===== src/rtl/dbg_pkg.sv =====
// dbg_pkg: shared types and 7-segment decoding for the run/step debug controller.
package dbg_pkg;
    typedef enum logic [1:0] {HALT, STEP, RUN} run_state_t;
    localparam logic [6:0] SEG_BLANK = 7'h7F;
    localparam logic [6:0] SEG_LUT [16] = '{
        7'h40, 7'h79, 7'h24, 7'h30, 7'h19, 7'h12, 7'h02, 7'h78,
        7'h00, 7'h10, 7'h08, 7'h03, 7'h46, 7'h21, 7'h06, 7'h0E
    };
    function automatic logic [6:0] hex7seg(input logic [3:0] h);
        return SEG_LUT[h];
    endfunction
endpackage


===== src/rtl/dbg_ctrl_if.sv =====
// dbg_ctrl_if: board I/O and CPU-side signals of the debug controller.
interface dbg_ctrl_if #(parameter int ADDR_W = 8, NCH = 8, DIGITS = 8);
    localparam int SEL_W = $clog2(NCH);
    logic                succ, step, inc, dec, m_rf;
    logic [SEL_W-1:0]    sel;
    logic [31:0]         mrf_data;
    logic [NCH*32-1:0]   status;
    logic                cpu_en, halted;
    logic [ADDR_W-1:0]   m_rf_addr;
    logic [31:0]         step_cnt;
    logic [6:0]          seg;
    logic [DIGITS-1:0]   an;
    modport master (
        output succ, step, inc, dec, m_rf, sel, mrf_data, status,
        input  cpu_en, halted, m_rf_addr, step_cnt, seg, an
    );
    modport slave (
        input  succ, step, inc, dec, m_rf, sel, mrf_data, status,
        output cpu_en, halted, m_rf_addr, step_cnt, seg, an
    );
endinterface


===== src/rtl/dbg_btn.sv =====
// dbg_btn: button conditioning; 2-FF sync, stable-level debounce, rising-edge pulse.
module dbg_btn #(parameter int DEB_CYC = 100000) (
    input  logic clk,
    input  logic rst,
    input  logic btn,
    output logic p
);
    localparam int CW = DEB_CYC > 1 ? $clog2(DEB_CYC) : 1;
    logic s1, s2, deb, deb_d;
    logic [CW-1:0] cnt;
    // cnt counts consecutive synced samples that disagree with the accepted level
    always_ff @(posedge clk or negedge rst)
        if (!rst) begin
            s1 <= 1'b0;
            s2 <= 1'b0;
            deb <= 1'b0;
            deb_d <= 1'b0;
            cnt <= '0;
        end else begin
            s1 <= btn;
            s2 <= s1;
            deb_d <= deb;
            if (s2 == deb) cnt <= '0;
            else if (cnt == CW'(DEB_CYC - 1)) begin
                deb <= s2;
                cnt <= '0;
            end else cnt <= cnt + CW'(1);
        end
    assign p = deb & ~deb_d;
endmodule


===== src/rtl/dbg_ctrl.sv =====
// dbg_ctrl: run/step CPU gating, address browsing and multiplexed 7-segment display.
module dbg_ctrl import dbg_pkg::*; #(
    parameter int ADDR_W   = 8,
    parameter int NCH      = 8,
    parameter int DIGITS   = 8,
    parameter int DEB_CYC  = 100000,
    parameter int SCAN_DIV = 30000
) (
    input logic clk,
    input logic rst,
    dbg_ctrl_if.slave bus
);
    localparam int SW = SCAN_DIV > 1 ? $clog2(SCAN_DIV) : 1;
    localparam int DW = DIGITS > 1 ? $clog2(DIGITS) : 1;
    logic step_p, inc_p, dec_p, mrf_d, cpu_en, halted;
    logic [1:0] succ_s, mrf_s;
    run_state_t state;
    logic [ADDR_W-1:0] addr;
    logic [31:0] cnt, word;
    logic [SW-1:0] scan_cnt;
    logic [DW-1:0] digit;
    logic [DIGITS-1:0] an;
    logic [6:0] seg;
    logic [3:0] nib;
    logic blank;
    dbg_btn #(.DEB_CYC(DEB_CYC)) u_step (.clk(clk), .rst(rst), .btn(bus.step), .p(step_p));
    dbg_btn #(.DEB_CYC(DEB_CYC)) u_inc  (.clk(clk), .rst(rst), .btn(bus.inc),  .p(inc_p));
    dbg_btn #(.DEB_CYC(DEB_CYC)) u_dec  (.clk(clk), .rst(rst), .btn(bus.dec),  .p(dec_p));
    always_ff @(posedge clk or negedge rst)
        if (!rst) begin
            succ_s <= '0;
            mrf_s <= '0;
            mrf_d <= 1'b0;
        end else begin
            succ_s <= {succ_s[0], bus.succ};
            mrf_s <= {mrf_s[0], bus.m_rf};
            mrf_d <= mrf_s[1];
        end
    always_ff @(posedge clk or negedge rst)
        if (!rst) begin
            state <= HALT;
            cpu_en <= 1'b0;
            halted <= 1'b1;
        end else begin
            unique case (state)
                HALT: if (succ_s[1] || step_p) begin
                    state <= succ_s[1] ? RUN : STEP;
                    cpu_en <= 1'b1;
                    halted <= 1'b0;
                end
                RUN: if (!succ_s[1]) begin
                    state <= HALT;
                    cpu_en <= 1'b0;
                    halted <= 1'b1;
                end
                default: begin
                    state <= HALT;
                    cpu_en <= 1'b0;
                    halted <= 1'b1;
                end
            endcase
        end
    always_ff @(posedge clk or negedge rst)
        if (!rst) cnt <= '0;
        else cnt <= cnt + 32'(cpu_en);
    // a browse-target switch invalidates the old address, so it beats inc/dec
    always_ff @(posedge clk or negedge rst)
        if (!rst) addr <= '0;
        else if (mrf_s[1] != mrf_d) addr <= '0;
        else if (bus.sel == '0 && (inc_p ^ dec_p)) addr <= inc_p ? addr + ADDR_W'(1) : addr - ADDR_W'(1);
    always_comb begin
        word = bus.sel == '0 ? bus.mrf_data : int'(bus.sel) < NCH ? bus.status[32*int'(bus.sel) +: 32] : 32'h0;
        nib = 4'(word >> (4 * int'(digit)));
        blank = int'(digit) > 7;
    end
    always_ff @(posedge clk or negedge rst)
        if (!rst) begin
            scan_cnt <= '0;
            digit <= '0;
            an <= '1;
            seg <= SEG_BLANK;
        end else begin
            scan_cnt <= scan_cnt == SW'(SCAN_DIV - 1) ? '0 : scan_cnt + SW'(1);
            if (scan_cnt == SW'(SCAN_DIV - 1)) digit <= digit == DW'(DIGITS - 1) ? '0 : digit + DW'(1);
            an <= ~(DIGITS'(1) << digit);
            seg <= blank ? SEG_BLANK : hex7seg(nib);
        end
    assign bus.cpu_en = cpu_en;
    assign bus.halted = halted;
    assign bus.m_rf_addr = addr;
    assign bus.step_cnt = cnt;
    assign bus.an = an;
    assign bus.seg = seg;
endmodule


===== src/flat_wrapper.sv =====
// flat-port wrapper written by rule: the top's interface ports become plain ports
module dbg_ctrl_flat import dbg_pkg::*;
#(
    parameter int ADDR_W   = 8,
    parameter int NCH      = 8,
    parameter int DIGITS   = 8,
    parameter int DEB_CYC  = 100000,
    parameter int SCAN_DIV = 30000
)
  (clk, rst, bus_succ, bus_step, bus_inc, bus_dec, bus_m_rf, bus_sel, bus_mrf_data, bus_status, bus_cpu_en, bus_halted, bus_m_rf_addr, bus_step_cnt, bus_seg, bus_an);
  dbg_ctrl_if #(.ADDR_W(ADDR_W), .NCH(NCH), .DIGITS(DIGITS)) bus_i ();
  input logic clk;
  input logic rst;
  input wire logic [$bits(bus_i.succ)-1:0] bus_succ;
  input wire logic [$bits(bus_i.step)-1:0] bus_step;
  input wire logic [$bits(bus_i.inc)-1:0] bus_inc;
  input wire logic [$bits(bus_i.dec)-1:0] bus_dec;
  input wire logic [$bits(bus_i.m_rf)-1:0] bus_m_rf;
  input wire logic [$bits(bus_i.sel)-1:0] bus_sel;
  input wire logic [$bits(bus_i.mrf_data)-1:0] bus_mrf_data;
  input wire logic [$bits(bus_i.status)-1:0] bus_status;
  output wire logic [$bits(bus_i.cpu_en)-1:0] bus_cpu_en;
  output wire logic [$bits(bus_i.halted)-1:0] bus_halted;
  output wire logic [$bits(bus_i.m_rf_addr)-1:0] bus_m_rf_addr;
  output wire logic [$bits(bus_i.step_cnt)-1:0] bus_step_cnt;
  output wire logic [$bits(bus_i.seg)-1:0] bus_seg;
  output wire logic [$bits(bus_i.an)-1:0] bus_an;
  assign bus_i.succ = bus_succ;
  assign bus_i.step = bus_step;
  assign bus_i.inc = bus_inc;
  assign bus_i.dec = bus_dec;
  assign bus_i.m_rf = bus_m_rf;
  assign bus_i.sel = bus_sel;
  assign bus_i.mrf_data = bus_mrf_data;
  assign bus_i.status = bus_status;
  assign bus_cpu_en = bus_i.cpu_en;
  assign bus_halted = bus_i.halted;
  assign bus_m_rf_addr = bus_i.m_rf_addr;
  assign bus_step_cnt = bus_i.step_cnt;
  assign bus_seg = bus_i.seg;
  assign bus_an = bus_i.an;
  dbg_ctrl #(.ADDR_W(ADDR_W), .NCH(NCH), .DIGITS(DIGITS), .DEB_CYC(DEB_CYC), .SCAN_DIV(SCAN_DIV)) u_core (.clk(clk), .rst(rst), .bus(bus_i));
endmodule

===== config.mk =====
export PLATFORM = sky130hd
export DESIGN_NAME = dbg_ctrl_flat
export DESIGN_NICKNAME = d
export VERILOG_FILES = /design/src/rtl/dbg_pkg.sv /design/src/rtl/dbg_ctrl_if.sv /design/src/rtl/dbg_btn.sv /design/src/rtl/dbg_ctrl.sv /design/src/flat_wrapper.sv
export SDC_FILE = /design/constraint.sdc
export NUM_CORES = 1
export LEC_CHECK = 0
export ABC_CLOCK_PERIOD_IN_PS = 6000
export BUFFER_PORTS_ARGS = -buffer_cell sky130_fd_sc_hd__buf_4
export CAP_MARGIN = 20
export CORE_MARGIN = 2
export CORE_UTILIZATION = 50
export DETAILED_ROUTE_END_ITERATION = 8
export GPL_TIMING_DRIVEN = 0
export MAX_ROUTING_LAYER = met4
export PLACE_DENSITY = 0.82
export SLEW_MARGIN = 40
export SYNTH_ARGS = -nofsm -noshare
export SYNTH_HDL_FRONTEND = slang
export SYNTH_SLANG_ARGS = --single-unit

===== constraint.sdc =====
create_clock -name clk -period 6 [get_ports clk]
set_clock_uncertainty 0.1 [all_clocks]
set_input_delay 0.3 -clock clk [delete_from_list [all_inputs] [get_ports clk]]
set_output_delay 0.3 -clock clk [all_outputs]
set_load 0.02 [all_outputs]

==> results by group <==
Cells and area
  • Layout cells sized above 1: 0.371
  • Design Area, Final: about 12000 um2
  • Filler cell count: 1327
  • Most frequent cells in the layout: buf_4 (320), dfrtp_1 (129), nor2_1 (100), nand2_1 (58), xor2_1 (52)
  • Commonest non-fill, non-tap cell in the layout: buf_4
  • Core Util, Final: 0.703
  • Syn-to-layout area delta: 37.6%
  • Nets: 1481
  • # diodes: 0
  • Final Non-Filler Cells: approximately 1400

Floorplan
  • I/O Pins: approximately 360
  • Chip height: approximately 140 um
  • Initial Util: 0.511
  • Core ar.: approximately 17000 um2
  • Chip width: 137 um
  • Row count: between 40 and 50
  • DIE AREA: about 19000 um2

Global routing
  • Largest net degree at the start of global routing: 75
  • Global-route wire length before repair: 43100 um
  • Initial antenna violation count: 0
  • Total GRT Usage: 0.319
  • Gr ovfl total: 0
  • Vias in the first global route: between 8000 and 9000

Critical path
  • Slowest CP cell: dfrtp_1
  • CP cell instances: inv_1, clkbuf_1, a221oi_1, a22oi_1, a32oi_1, o211ai_2, ha_1, mux2_2, mux2i_1
  • Worst setup path class: reg2reg
  • CP max FO: 11
  • Worst path arrival time: between 3 and 4 ns
  • CP peak stage delay: approximately 0.57 ns
  • CP required: 6.24 ns
  • CP endpoint kind: flop
  • Worst path top cell family by delay: compound AO/OA/AOI/OAI gates
  • Worst Path Buf+Inv: 2
  • Element type at the critical path start: flop

Timing
  • Setup TNS: 0 ns
  • Final Hold Viols: 0
  • Worst-margin pin slew: between 0.7 and 0.8 ns
  • Crit path time final: between 3 and 4 ns
  • Slew Viols, Final: 0
  • Highest clock rate: between 300 and 400 MHz
  • Max_slew headroom: 0.489
  • Final cycle utilization of the critical path: 0.542
  • Final setup fails: 0
  • RSZ-0062 raised after global routing: no

Pwr
  • Leakage: around 5.8 nW
  • P per Cell Area: about 210 nW/um2
  • Power, Total: between 2 and 3 mW
  • VDD IR max: roughly 0.2 mV

Route
  • Vias per cell: 5.74
  • Vias: between 8000 and 9000
  • DR iter-0 viols: around 480
  • WL final: 28800 um
  • DRT Pass-1 Iters: 5
  • Routed WL per cell: slightly above 20 um
  • Residual DRC count: 0
  • Final ANT Viol Nets: 0

Place
  • Port bufs: around 320
  • Post-DP Area: 11600 um2
  • Dpl cells: between 1000 and 1500
  • Final Wtd Congestion: slightly below 1
  • Post-DP HPWL: 23200 um

Clock tree
  • Root cell of the clock tree: clkbuf_16
  • CTS resizes: 0
  • CTS sink cnt: around 150
  • CTS Buf Count: 17
  • Clk_lat worst skew: roughly 0.42 ns
  • Clock Pin Slew Worst Setup and Hold Paths: ~0.060 ns
  • Clock Path Buffers: 2
  • TritonCTS clock tree: built
  • H-tree levels: 4

Synth
  • Mapped cell area: 8840 um2
  • Most used DFF post-synth: dfrtp_1
  • EDFF count, synth: 0
  • FF+latch count, synth: ~150
  • Syn Nets: ~1100
  • Gate Count Post-Synth: 813
  • Post-synthesis async set-or-reset flop share: 1.00
  • Count of different cell masters after synthesis: 57
  • Syn Area/Cell: 10.9 um2
  • Seq/Total Area, Yosys: 0.413
  • YS warnings: 0

Hold path
  • Hold crit path type: reg2reg

Status
  • Status: finished clean

Job
  • Max-cap violations: 0
[report_power, final]
group / internal [mW] / switching [mW] / leakage [nW] / total (mW)
Sequential: 1.03 / 0.0392 / 1.91 / 1.07
Combinational: 0.282 / 0.233 / 3.60 / 0.515
Clock: 0.539 / 0.430 / 0.260 / 0.969
Total: 1.85 / 0.703 / 5.76 / 2.55
[Yosys cell counts (14+ instances only)]
| library cell | count | area [um2] |
|---|---|---|
| dfrtp_1 | 129 | 3230 |
| nor2_1 | 100 | 375 |
| nand2_1 | 58 | 218 |
| xor2_1 | 52 | 455 |
| nand3_1 | 50 | 250 |
| mux2i_1 | 47 | 470 |
| xnor2_1 | 45 | 394 |
| mux4_2 | 34 | 766 |
| ha_1 | 24 | 300 |
| inv_1 | 20 | 75.1 |
| a21oi_1 | 19 | 95.1 |
| and3_1 | 18 | 113 |
| dfstp_2 | 16 | 420 |
| nand4_1 | 15 | 93.8 |
| nor3_1 | 14 | 70.1 |
[cells by family after synthesis]
family,count (synthesis),share of synthesized area
simple gates,304,0.164
flops,145,0.413
xor+xnor,97,0.0961
mux,97,0.179
compound gates,90,0.0722
buf+inv,55,0.0400
fa+ha+maj,25,0.0362
[what timing repair did]
action	CTS	global route
hold buffers	6	0
endpoints found under the hold margin	74	0
setup buffers	0	0
[final timing paths]
kind                                                  start                            end  slack [ns]  cells after the start
min in group asynchronous                               rst  u_core.u_inc.cnt[0]$_DFF_PN0_        0.32                      2
worst min register to register   u_core.u_step.s1$_DFF_PN0_     u_core.u_step.s2$_DFF_PN0_        0.25                      0
worst min-delay path             u_core.u_step.s1$_DFF_PN0_     u_core.u_step.s2$_DFF_PN0_        0.25                      0
worst max register to register  u_core.digit[0]$_DFFE_PN0N_    u_core.bus.seg[3]$_DFF_PN1_        2.75                      9
max in group asynchronous                               rst     u_core.bus.an[6]$_DFF_PN1_        4.71                      3
worst max-delay path            u_core.digit[0]$_DFFE_PN0N_    u_core.bus.seg[3]$_DFF_PN1_        2.75                      9
[stage by stage]
stage / setup slack (ns) / hold WS, ns
2_1_floorplan: 3.24 / -0.0956
3_3_place_gp: 2.67 / 0.236
3_5_place_dp: 2.69 / 0.192
4_1_cts: 2.82 / 0.254
5_1_grt: 2.62 / 0.259
6_report: 2.75 / 0.252
[routing by layer]
layer  up-vias  GRT usage  share of wire
li1       3648          -              -
met1      3898      0.371           0.38
met2       378      0.536           0.50
met3        89     0.0600          0.074
met4         0      0.147          0.045
met5         -          -              0
[area by class of cell]
type / instances / area [um2] / share of cell area
Tap cell: 225 / 282 / 0.0231
Timing Repair Buffer: 326 / 2490 / 0.205
Multi-Input combinational cell: 613 / 4840 / 0.398
Clock inverter: 15 / 125 / 0.0103
Clock buffer: 17 / 425 / 0.0350
Inverter: 22 / 82.6 / 0.00679
Buffer: 33 / 272 / 0.0223
Sequential cell: 145 / 3650 / 0.300
[flip-flops by register name (all words and copies together), names as in the netlist, 2 cells and up]
| signal | flops |
|---|---|
| u_core.u_inc.cnt | 17 |
| u_core.bus.step_cnt | 32 |
| u_core.state | 2 |
| u_core.succ_s | 2 |
| u_core.bus.seg | 7 |
| u_core.mrf_s | 2 |
| u_core.bus.m_rf_addr | 8 |
| u_core.u_dec.cnt | 17 |
| u_core.scan_cnt | 15 |
| u_core.u_step.cnt | 17 |
| u_core.bus.an | 8 |
| u_core.digit | 3 |
[worst reg2reg max path, cell delays in order, from the launching register on]
cell	delay, ns
dfrtp_1	0.57
inv_1	0.18
clkbuf_1	0.34
a221oi_1	0.38
a22oi_1	0.15
a32oi_1	0.40
o211ai_2	0.25
ha_1	0.36
mux2_2	0.27
mux2i_1	0.18
Power figures use the tool's default switching activity.
